===== src/rtl/ifu_fetch_ctrl.sv =====
// Fetch controller: one outstanding 8-byte I-cache request, splits each response into two slots.
// Optional predecode flags are built only when IFU_PREDECODE_EN is defined.
module ifu_fetch_ctrl #(
  parameter int              PC_W     = 32,
  parameter logic [PC_W-1:0] RESET_PC = 'hBFC0_0000
) (
  input  logic            clk,
  input  logic            rst,
  input  logic            redirect_valid,
  input  logic [PC_W-1:0] redirect_pc,
  input  logic            pause_req,
  output logic            icache_req_valid,
  input  logic            icache_req_ready,
  output logic [PC_W-1:0] icache_req_addr,
  input  logic            icache_resp_valid,
  input  logic [63:0]     icache_resp_data,
  output logic            inst0_valid,
  output logic            inst1_valid,
  output logic [PC_W-1:0] inst0_pc,
  output logic [PC_W-1:0] inst1_pc,
  output logic [31:0]     inst0_data,
  output logic [31:0]     inst1_data,
  output logic            inst0_isJ,
  output logic            inst0_isBr,
  output logic            inst1_isJ,
  output logic            inst1_isBr
);

  localparam logic [2:0] S_IDLE = 3'd0;
  localparam logic [2:0] S_REQ  = 3'd1;
  localparam logic [2:0] S_WAIT = 3'd2;
  localparam logic [2:0] S_HOLD = 3'd3;
  localparam logic [2:0] S_DROP = 3'd4;

  logic [2:0]      state, state_nxt;
  logic [PC_W-1:0] pc, pc_nxt, pc_base, pc_seq;
  logic [63:0]     hold_data;
  logic [PC_W-1:0] hold_base;
  logic            hold_v0, hold_v1;
  logic            capture, hold_clr;
  logic            slot_v0, slot_v1;
  logic [PC_W-1:0] slot_base;
  logic [63:0]     slot_data;

  assign pc_base         = {pc[PC_W-1:3], 3'b000};
  assign pc_seq          = pc_base + PC_W'(8);
  assign icache_req_addr = pc_base;

  always_comb begin
    state_nxt        = state;
    pc_nxt           = pc;
    capture          = 1'b0;
    hold_clr         = 1'b0;
    icache_req_valid = 1'b0;
    slot_v0          = 1'b0;
    slot_v1          = 1'b0;
    slot_base        = pc_base;
    slot_data        = icache_resp_data;
    case (state)
      S_IDLE: state_nxt = S_REQ;
      S_REQ: begin
        icache_req_valid = ~redirect_valid;
        if (icache_req_ready && !redirect_valid) state_nxt = S_WAIT;
      end
      S_WAIT: begin
        if (icache_resp_valid) begin
          pc_nxt = pc_seq;
          if (pause_req) begin
            capture   = 1'b1;
            state_nxt = S_HOLD;
          end else begin
            slot_v0   = ~pc[2];
            slot_v1   = 1'b1;
            state_nxt = S_REQ;
          end
        end
      end
      S_HOLD: begin
        slot_base = hold_base;
        slot_data = hold_data;
        if (!pause_req) begin
          slot_v0   = hold_v0;
          slot_v1   = hold_v1;
          hold_clr  = 1'b1;
          state_nxt = S_REQ;
        end
      end
      S_DROP: if (icache_resp_valid) state_nxt = S_REQ;
      default: state_nxt = S_IDLE;
    endcase
    // Redirect overrides everything; a response still in flight must be swallowed in S_DROP.
    if (redirect_valid) begin
      pc_nxt   = redirect_pc & ~(PC_W'(3));
      slot_v0  = 1'b0;
      slot_v1  = 1'b0;
      capture  = 1'b0;
      hold_clr = 1'b1;
      if ((state == S_WAIT || state == S_DROP) && !icache_resp_valid) state_nxt = S_DROP;
      else                                                            state_nxt = S_REQ;
    end
  end

  always_ff @(posedge clk or negedge rst) begin
    if (!rst) begin
      state     <= S_IDLE;
      pc        <= RESET_PC;
      hold_data <= '0;
      hold_base <= '0;
      hold_v0   <= 1'b0;
      hold_v1   <= 1'b0;
    end else begin
      state <= state_nxt;
      pc    <= pc_nxt;
      if (capture) begin
        hold_data <= icache_resp_data;
        hold_base <= pc_base;
        hold_v0   <= ~pc[2];
        hold_v1   <= 1'b1;
      end else if (hold_clr) begin
        hold_v0 <= 1'b0;
        hold_v1 <= 1'b0;
      end
    end
  end

  assign inst0_valid = slot_v0 & ~pause_req;
  assign inst1_valid = slot_v1 & ~pause_req;
  assign inst0_pc    = slot_base;
  assign inst1_pc    = slot_base | PC_W'(4);
  assign inst0_data  = slot_data[31:0];
  assign inst1_data  = slot_data[63:32];

`ifdef IFU_PREDECODE_EN
  function automatic logic dec_j(input logic [31:0] w);
    return (w[31:26] == 6'h02) || (w[31:26] == 6'h03) ||
           (w[31:26] == 6'h00 && (w[5:0] == 6'h08 || w[5:0] == 6'h09));
  endfunction

  // 0x04-0x07 and 0x14-0x17 share their low two opcode bits as don't-cares.
  function automatic logic dec_br(input logic [31:0] w);
    return (w[31:28] == 4'b0001) || (w[31:26] == 6'h01) || (w[31:28] == 4'b0101);
  endfunction

  assign inst0_isJ  = inst0_valid & dec_j(inst0_data);
  assign inst0_isBr = inst0_valid & dec_br(inst0_data);
  assign inst1_isJ  = inst1_valid & dec_j(inst1_data);
  assign inst1_isBr = inst1_valid & dec_br(inst1_data);
`else
  assign inst0_isJ  = 1'b0;
  assign inst0_isBr = 1'b0;
  assign inst1_isJ  = 1'b0;
  assign inst1_isBr = 1'b0;
`endif

endmodule

===== config.mk =====
export PLATFORM = sky130hd
export DESIGN_NAME = ifu_fetch_ctrl
export DESIGN_NICKNAME = d
export VERILOG_FILES = /design/src/rtl/ifu_fetch_ctrl.sv
export SDC_FILE = /design/constraint.sdc
export NUM_CORES = 1
export LEC_CHECK = 0
export CAP_MARGIN = 20
export CORE_UTILIZATION = 40
export CTS_CLUSTER_DIAMETER = 150
export DETAILED_ROUTE_END_ITERATION = 6
export PLACE_DENSITY = 0.74
export RECOVER_POWER = 50
export SYNTH_ARGS = -nofsm -noshare
export SYNTH_HDL_FRONTEND = slang
export SYNTH_SLANG_ARGS = --single-unit

===== constraint.sdc =====
create_clock -name clk -period 3.6 [get_ports clk]
set_input_delay 0.54 -clock clk [delete_from_list [all_inputs] [get_ports clk]]
set_output_delay 0.54 -clock clk [all_outputs]
set_load 0.03 [all_outputs]

Word level (Yosys, flattened, before mapping)
Index checks and enable logic that the tools add are counted.
Storage, ports and cells
  output and inout bits: 167
  flip-flop bits (word level): 130
  bits of input ports: 102
  logic and storage cells: 64
Operators by class
  reduce and logical (&&, ||, !) cells: 11
  bitwise logic cells: 5
  multiplexer cells: 33
  $add $sub $neg: 1
  equal/unequal tests: 8
Operators by type and width (count)
  $mux 32: 4
  $mux 64: 1
  $add 32x4->32 const B: 1
  $mux 1: 18
  $mux 3: 6
  $pmux 3 s5: 1
  $ne 3x3->1 const B: 4
  $eq 3x2->1 const B: 2
  $reduce_bool 2->1: 3
  $pmux 1 s2: 2
  $reduce_and 4->1: 1
  $eq 3x1->1 const B: 1
  $eq 3x3->1 const B: 1
  $logic_not 3->1: 1
  $not 1->1: 3
  $and 1x1->1: 2
  $logic_and 1x1->1: 2
  $logic_not 1->1: 2
  $mux 2: 1
  $reduce_and 2->1: 1
  $logic_or 1x1->1: 1

Depth between registers and ports, before layout
Gate-level depths: netlist of run 1.
  depth in word-level cells: 6
  gate-level depth with buffers: 9
  mapped depth without buffers: 6

Worst setup path before layout of run 1
Ideal clock, no wire load.
  kind: register to output
  from: reg state[1]
  to: out inst1_pc[15]
  slack: 905 ps
  arrival: 2155 ps
  data required time: 3060 ps
  stages on the path, launching flop included: 8
  path buffers: 4
  cell sequence: dfrtp_1 > clkbuf_1 > nor2b_1 > and2_1 > buf_2 > buf_2 > o21ai_0 > buf_4
On the way
  longest elaborated chain between the ends: 2
RTL lines
  start, declared: RTL line 35  | logic [2:0] state, state_nxt;
  start signal, assigned: RTL line 112  | state <= state_nxt;
  $eq 3x2->1: RTL line 59  | case (state)
  $mux 32: RTL line 59
  end, declared: RTL line 20  | output logic [PC_W-1:0] inst1_pc,
No other way between the ends.

Worst setup path after layout of run 1
  from: reg state[1]
  to: out inst0_data[9]
On the way
  longest elaborated chain between the ends: 2
RTL lines
  $eq 3x2->1: RTL line 59
  $mux 64: RTL line 59
  end, declared: RTL line 21  | output logic [31:0] inst0_data,
No other way between the ends.

==> metrics.yaml, run 1 <==
logic_synthesis:
  syn_avg_cell_area_um2: 8.954
  syn_area_um2: 7172
  synth_xor_area_frac: 0.03053
  synth_ff_type: "dfrtp_1"
  synth_seq_cells: 128
  yosys-top-cells-count: "nand2_1 (320), dfrtp_1 (119), buf_4 (72)"
  synth_mux_area_frac: 0.1490
  synth_simple_gate_area_share: 0.2278
  yosysTopAreaCellShare: 0.4152
  synth_top_family_by_area: "simple AND/OR/NAND/NOR gates"
  yosysSeqAreaShare: 0.4482
  synthArstFlopShare: 1.000
  yosysMostFrequentCell: "nand2_1"
  yosysWarnings: 0
  synthTopCellsByArea: "dfrtp_1 (42%), nand2_1 (17%), mux2_1 (9.1%), buf_4 (7.5%), mux2_2 (5.7%)"
  synth_fa_ha_area_frac: 0.001745
  synthCells: 801
  synth_compound_area_frac: 0.03646
  synth_edf_count: 0
  yosys.area.top_type: "dfrtp_1"
  ys_types: 48
drt:
  routed_wl_um: 18430
  first_pass_iters: 5
  detail_route.vias_per_cell: 4.874
  routedWlPerCell_um: 15.16
  ant_nets: 0
  via_count: 5922
  drc_errors: 0
  drt_iter0_drc: 244
timing:
  layout_min_cycle_time_ns: 3.427
  period_share: 0.9520
  rsz0062_at_grt: "false"
  final_hold_viol_count: 0
  worstMarginPinSlew_ns: 1.908
  maxSlewHeadroom: -0.2836
  skew_ns: 0.006396
  fmax_mhz: 291.8
  final.setup.tns_ns: 0
  maxSlewViolCount: 111
  finalSetupViolCount: 0
worst_hold_path:
  hold_path.class: "flop to flop"
worst_setup_path:
  critPathLaunchType: "flop"
  slowest_stage: "clkdlybuf4s50_1"
  setup.worst_path.end_class: "output port"
  timing.rr.end: "pc[31]"
  r2r_start: "pc[10]"
  crit_chain: "nor2b_1 > and2_4 > buf_12 > nand2_1 > nand2_1 > clkdlybuf4s50_1"
  crit_start: "state[1]"
  worst-r2r-setup-slack_ns: 0.46
  worstPathArrival_ns: 2.89
  crit_type: "flop to output port"
  max_stage_delay_ns: 0.69
  cp-endpoint: "inst0_data[9]"
  cp_data_required_time_ns: 3.06
  critPathMaxFanout: 37
  path_common_cell: "nand2_1"
  ff2ff_path_depth: 5
die:
  core_area_um2: 17420
  num_rows: 48
  dieArea_um2: 18470
  ios: 269
  initial_core_util: 0.4118
  die_w_um: 135.9
  die_h_um: 135.9
place:
  portBuffers: 253
  hpwl_um: 12830
  dp.cells: 1184
  place.gp.congestion: 0.7574
final_layout:
  layout-drive-gt1-share: 0.08990
  fillCellCount: 1520
  final_cells: 1215
  nNetsFinal: 1081
  final_core_util: 0.5721
  area.growth.synth_to_final_pct: 38.94
  antenna_cells: 0
cts:
  cts.path.max_buffers: 2
  cts_setup_buffers: 0
  post_cts_resized: 0
  cts-buffers-inserted: 17
  ctsHoldBuffers: 0
  cts_tree: "yes"
  htreeDepth: 4
  clk_pin_slew_worst_paths_ns: 0.06
  insertion_delay_ns: 0.41
  cts_sinks: 128
  cts-root-buf: "clkbuf_16"
global_routing:
  overflow: 0
  grt_max_degree: 65
  grt_pass1_vias: 5750
  grtUsageTotal: 0.2050
  grt_pass1_wl_um: 29230
  antenna_found_initial: 0
power_and_ir_drop:
  switching_share: 0.2988
  intPower_mw: 3.409
  p_leak_nw: 4.738
  p_switching_mw: 1.453
  combinationalPowerShare: 0.255
  vdd_ir_drop_max_mv: 0.2902
  p_seq_frac: 0.356
  power_density_nw_per_um2: 487.9
  pwr-share-clk: 0.388
status:
  violations: "max-capacitance violations, max-slew violations"
  outcome: "finished with violations"
run:
  drv_cap: 3
==> final cells by class <==
type	instances	area, um^2	area share
Clock buffer	21	460.4	0.04621
Clock inverter	10	183.9	0.01846
Inverter	2	7.507	0.0007534
Multi-Input combinational cell	566	3207	0.3218
Sequential cell	128	3214	0.3226
Tap cell	225	281.5	0.02825
Timing Repair Buffer	263	2610	0.2619
==> power by group through the flow <==
| stage | sequential (mW) | clock (mW) | combinational, mW |
|---|---|---|---|
| floorplan | 1.71 | 0 | 0.852 |
| global placement | 1.75 | 0 | 1.25 |
| detailed placement | 1.76 | 0 | 1.26 |
| CTS | 1.73 | 1.93 | 1.27 |
| global route | 1.76 | 1.99 | 1.33 |
| finish | 1.73 | 1.89 | 1.24 |
==> cells in the final DEF, fill, tap and decap left out, types with 3 or more instances in the layout <==
cell type        count
o21ai_0             25
dlygate4sd3_1        9
nand4_1             13
a21oi_1              8
and3_1               7
nor2_1              12
nand2_1            319
nand3_1              9
o21ai_1              5
conb_1              13
clkbuf_16           17
xor2_1              18
clkdlybuf4s50_1    242
mux2_1              58
clkbuf_1             4
dfrtp_1            119
clkbuf_2             3
mux2_2              36
dfstp_2              9
bufinv_16            5
xnor2_1              7
nor2b_1              3
nor3_1               6
buf_4                3
==> sequential cells by signal (all words and copies together) (netlist names) <==
| signal | count |
|---|---|
| hold_v1 | 1 |
| hold_data | 64 |
| state | 3 |
| pc | 30 |
| hold_base | 29 |
| hold_v0 | 1 |
==> critical path: cells and delay by family (launching register included) <==
family | cells | cell delay [ns]
simple gates | 4 | 0.99
buf+inv | 2 | 0.93
flops | 1 | 0.51
==> per-stage QoR <==
stage	power [mW]	cell area, um^2	hold slack (ns)	setup slack, ns
detailed placement	3.020	9415	0.4756	0.6065
floorplan	2.564	7213	0.2444	0.9055
global route	5.082	9965	0.5079	0.002782
global placement	2.997	9415	0.4634	0.6432
finish	4.862	9965	0.4873	0.1729
CTS	4.938	10060	0.05364	0.1394
==> worst min-delay path by stage <==
stage / from / end / slack (ns) / depth (start not counted)
after detailed placement: hold_base[15] / hold_base[15] / 0.48 / 2
final: hold_base[15] / hold_base[15] / 0.49 / 2
after global routing: hold_data[4] / hold_data[4] / 0.51 / 1
after floorplan: rst / hold_base[10] / 0.24 / 0
after CTS: rst / hold_data[23] / 0.05 / 1
after global placement: hold_base[15] / hold_base[15] / 0.46 / 2
==> kinds of logic after synthesis <==
kind of cell / after synthesis
compound gates: 47
flops: 128
buf+inv: 118
simple gates: 385
other cells: 2
xor+xnor: 25
fa+ha+maj: 1
mux: 95
==> metal layers <==
layer,share of wire,global-route usage,wire [um]
met5,0,0,0
met4,0.0091,0.06420,168
met3,0.092,0.08128,1696
met2,0.48,0.3384,8838
met1,0.42,0.2436,7721
Note: power is estimated with default switching activity, not from simulation.
==> run 2: changes to the inputs <==
Settings changed: CAP_MARGIN 20 to 0, SKIP_CTS_REPAIR_TIMING set to 1.
==> results of run 2 <==
The final DEF is identical to that of run 1; final timing and power are the same.
==> run 3: changes to the inputs <==
Settings changed: DONT_BUFFER_PORTS set to 1, PLACE_DENSITY 0.74 to unset.
==> metrics.yaml, run 3 (synthesis results as in run 1) <==
die:
  dieArea_um2: 18470  # unchanged
  die_h_um: 135.9  # unchanged
  core_area_um2: 17420  # unchanged
  ios: 269  # unchanged
  die_w_um: 135.9  # unchanged
  initial_core_util: 0.4118  # unchanged
  num_rows: 48  # unchanged
worst_hold_path:
  min_from: "icache_resp_valid"
  min_to: "state[2]"
  hold_depth: 1  # -1
  hold_path.class: "input pin to flop"
cts:
  cts-buffers-inserted: 17  # unchanged
  cts_sinks: 128  # unchanged
  cts.path.max_buffers: 2  # unchanged
  cts-root-buf: "clkbuf_16"
  cts_tree: "yes"
  htreeDepth: 4  # unchanged
  insertion_delay_ns: 0.41  # about the same
  clk_pin_slew_worst_paths_ns: 0.06  # about the same
place:
  portBuffers: 0  # -100%
  place_ws_ns: 0.8313  # +0.2248 ns
  place.gp.congestion: 0.7539  # -0.46%
  hpwl_um: 10390  # -19%
drt:
  drc_errors: 0  # unchanged
  detail_route.vias_per_cell: 5.118  # +5.0%
  routedWlPerCell_um: 16.53  # +9.0%
  via_count: 4913  # -17%
  ant_nets: 0  # unchanged
  drt_iter0_drc: 160  # -34%
  first_pass_iters: 4  # -1
  routed_wl_um: 15870  # -14%
worst_setup_path:
  critPathLaunchType: "flop"
  crit_type: "flop to output port"
  r2r_start: "pc[10]"
  ff2ff_path_depth: 5  # unchanged
  timing.rr.end: "pc[31]"
  slowest_stage: "and2_4"
  cp.buffers_inverters: 1  # -1
  worst-r2r-setup-slack_ns: 1.22  # +0.76 ns
  max_stage_delay_ns: 0.62  # -0.07 ns
  setup.worst_path.end_class: "output port"
  path_common_cell: "nand2_1"
  crit_chain: "nor2b_1 > and2_4 > buf_12 > nand2_1 > nand2_1"
  crit_start: "state[1]"
  worstPathArrival_ns: 2.62  # -0.27 ns
  cp_data_required_time_ns: 3.06  # about the same
  cp_top_family: "simple AND/OR/NAND/NOR gates"
  critPathMaxFanout: 50  # +35%
global_routing:
  grt_pass1_wl_um: 24720  # -15%
  overflow: 0  # unchanged
  antenna_found_initial: 0  # unchanged
  grt_pass1_vias: 4629  # -19%
  grt_max_degree: 129  # +98%
  grtUsageTotal: 0.1748  # -0.03016
run:
  drv_cap: 1  # -2
timing:
  final.setup.tns_ns: 0  # unchanged
  rsz0062_at_grt: "false"
  skew_ns: 0.005668  # -0.0007279 ns
  worstMarginPinSlew_ns: 2.879  # +0.9714 ns
  maxSlewViolCount: 129  # +16%
  finalSetupViolCount: 0  # unchanged
  maxSlewHeadroom: -0.9194  # -0.6359
  fmax_mhz: 316.2  # +8.4%
  period_share: 0.8786  # -0.07339
  final_hold_viol_count: 0  # unchanged
  layout_min_cycle_time_ns: 3.163  # -0.2642 ns
  final.setup.worst_slack_ns: 0.4371  # +0.2642 ns
final_layout:
  area.growth.synth_to_final_pct: 4.048
  largest_reg_flops: 64  # unchanged
  fillCellCount: 1732  # +14%
  nNetsFinal: 825  # -24%
  layout-drive-gt1-share: 0.1116  # +0.02167
  final_common_cell: "nand2_1"
  reg.largest.list: "hold_data x64, pc x30, hold_base x29"
  antenna_cells: 0  # unchanged
  layout_common_cells: "nand2_1 (318), dfrtp_1 (119), mux2_1 (58)"
  top_register: "hold_data"
power_and_ir_drop:
  power_density_nw_per_um2: 592.1  # +21%
  vdd_ir_drop_max_mv: 0.2939  # +1.3%
  p_leak_nw: 3.782  # -20%
status:
  outcome: "finished with violations"
  violations: "max-capacitance violations, max-slew violations"
[run 3: worst max path at each step]
stage / end / slack, ns / cells past startpoint
after global placement: inst0_data[11] / 0.87 / 5
final: inst0_data[11] / 0.44 / 5
after global routing: inst0_data[11] / 0.23 / 5
after floorplan: inst1_pc[15] / 0.91 / 7
after CTS: inst0_data[11] / 0.38 / 5
after detailed placement: inst0_data[11] / 0.83 / 5
[run 3: report_power, final]
group	internal [mW]	switching, mW	leakage, nW	total (mW)
clock network	1.20	0.659	0.306	1.86
registers	1.60	0.190	1.68	1.79
logic	0.175	0.591	1.80	0.766
[run 3: worst register-to-register path, stage by stage, from the launching register on]
cell and delay (ns):
dfrtp_1 0.71, nand3_2 0.24, nor4_4 0.71, nand4_1 0.20, xnor2_1 0.17, mux2_2 0.28
[run 3: per-stage QoR]
stage | instance area (um^2) | cells | total power [mW] | utilization | hold slack (ns)
4_1_cts | 7482 | 959 | 4.456 | 0.4296 | -0.1991
3_5_place_dp | 6842 | 927 | 2.572 | 0.3928 | 0.2476
3_3_place_gp | 6842 | 927 | 2.556 | 0.3928 | 0.2478
2_1_floorplan | 7213 | 812 | 2.564 | - | 0.2444
6_report | 7462 | 960 | 4.418 | 0.4284 | 0.1937
5_1_grt | 7462 | 960 | 4.637 | 0.4284 | 0.1718
[run 3: final cells by class]
type                       instances  area, um^2  share of cell area
sequential                       128        3214              0.4308
timing repair buffer               7       71.32            0.009557
multi-input combinational        566        3247              0.4351
clock buffer                      20       456.7             0.06120
inverter                           2       7.507            0.001006
tap                              225       281.5             0.03773
clock inverter                    12       183.9             0.02465
[run 3: layer usage]
metal | share of wire | track usage
met1 | 0.43 | 0.2153
met2 | 0.47 | 0.2783
met3 | 0.091 | 0.07047
met4 | 0.0098 | 0.05556
met5 | 0 | 0
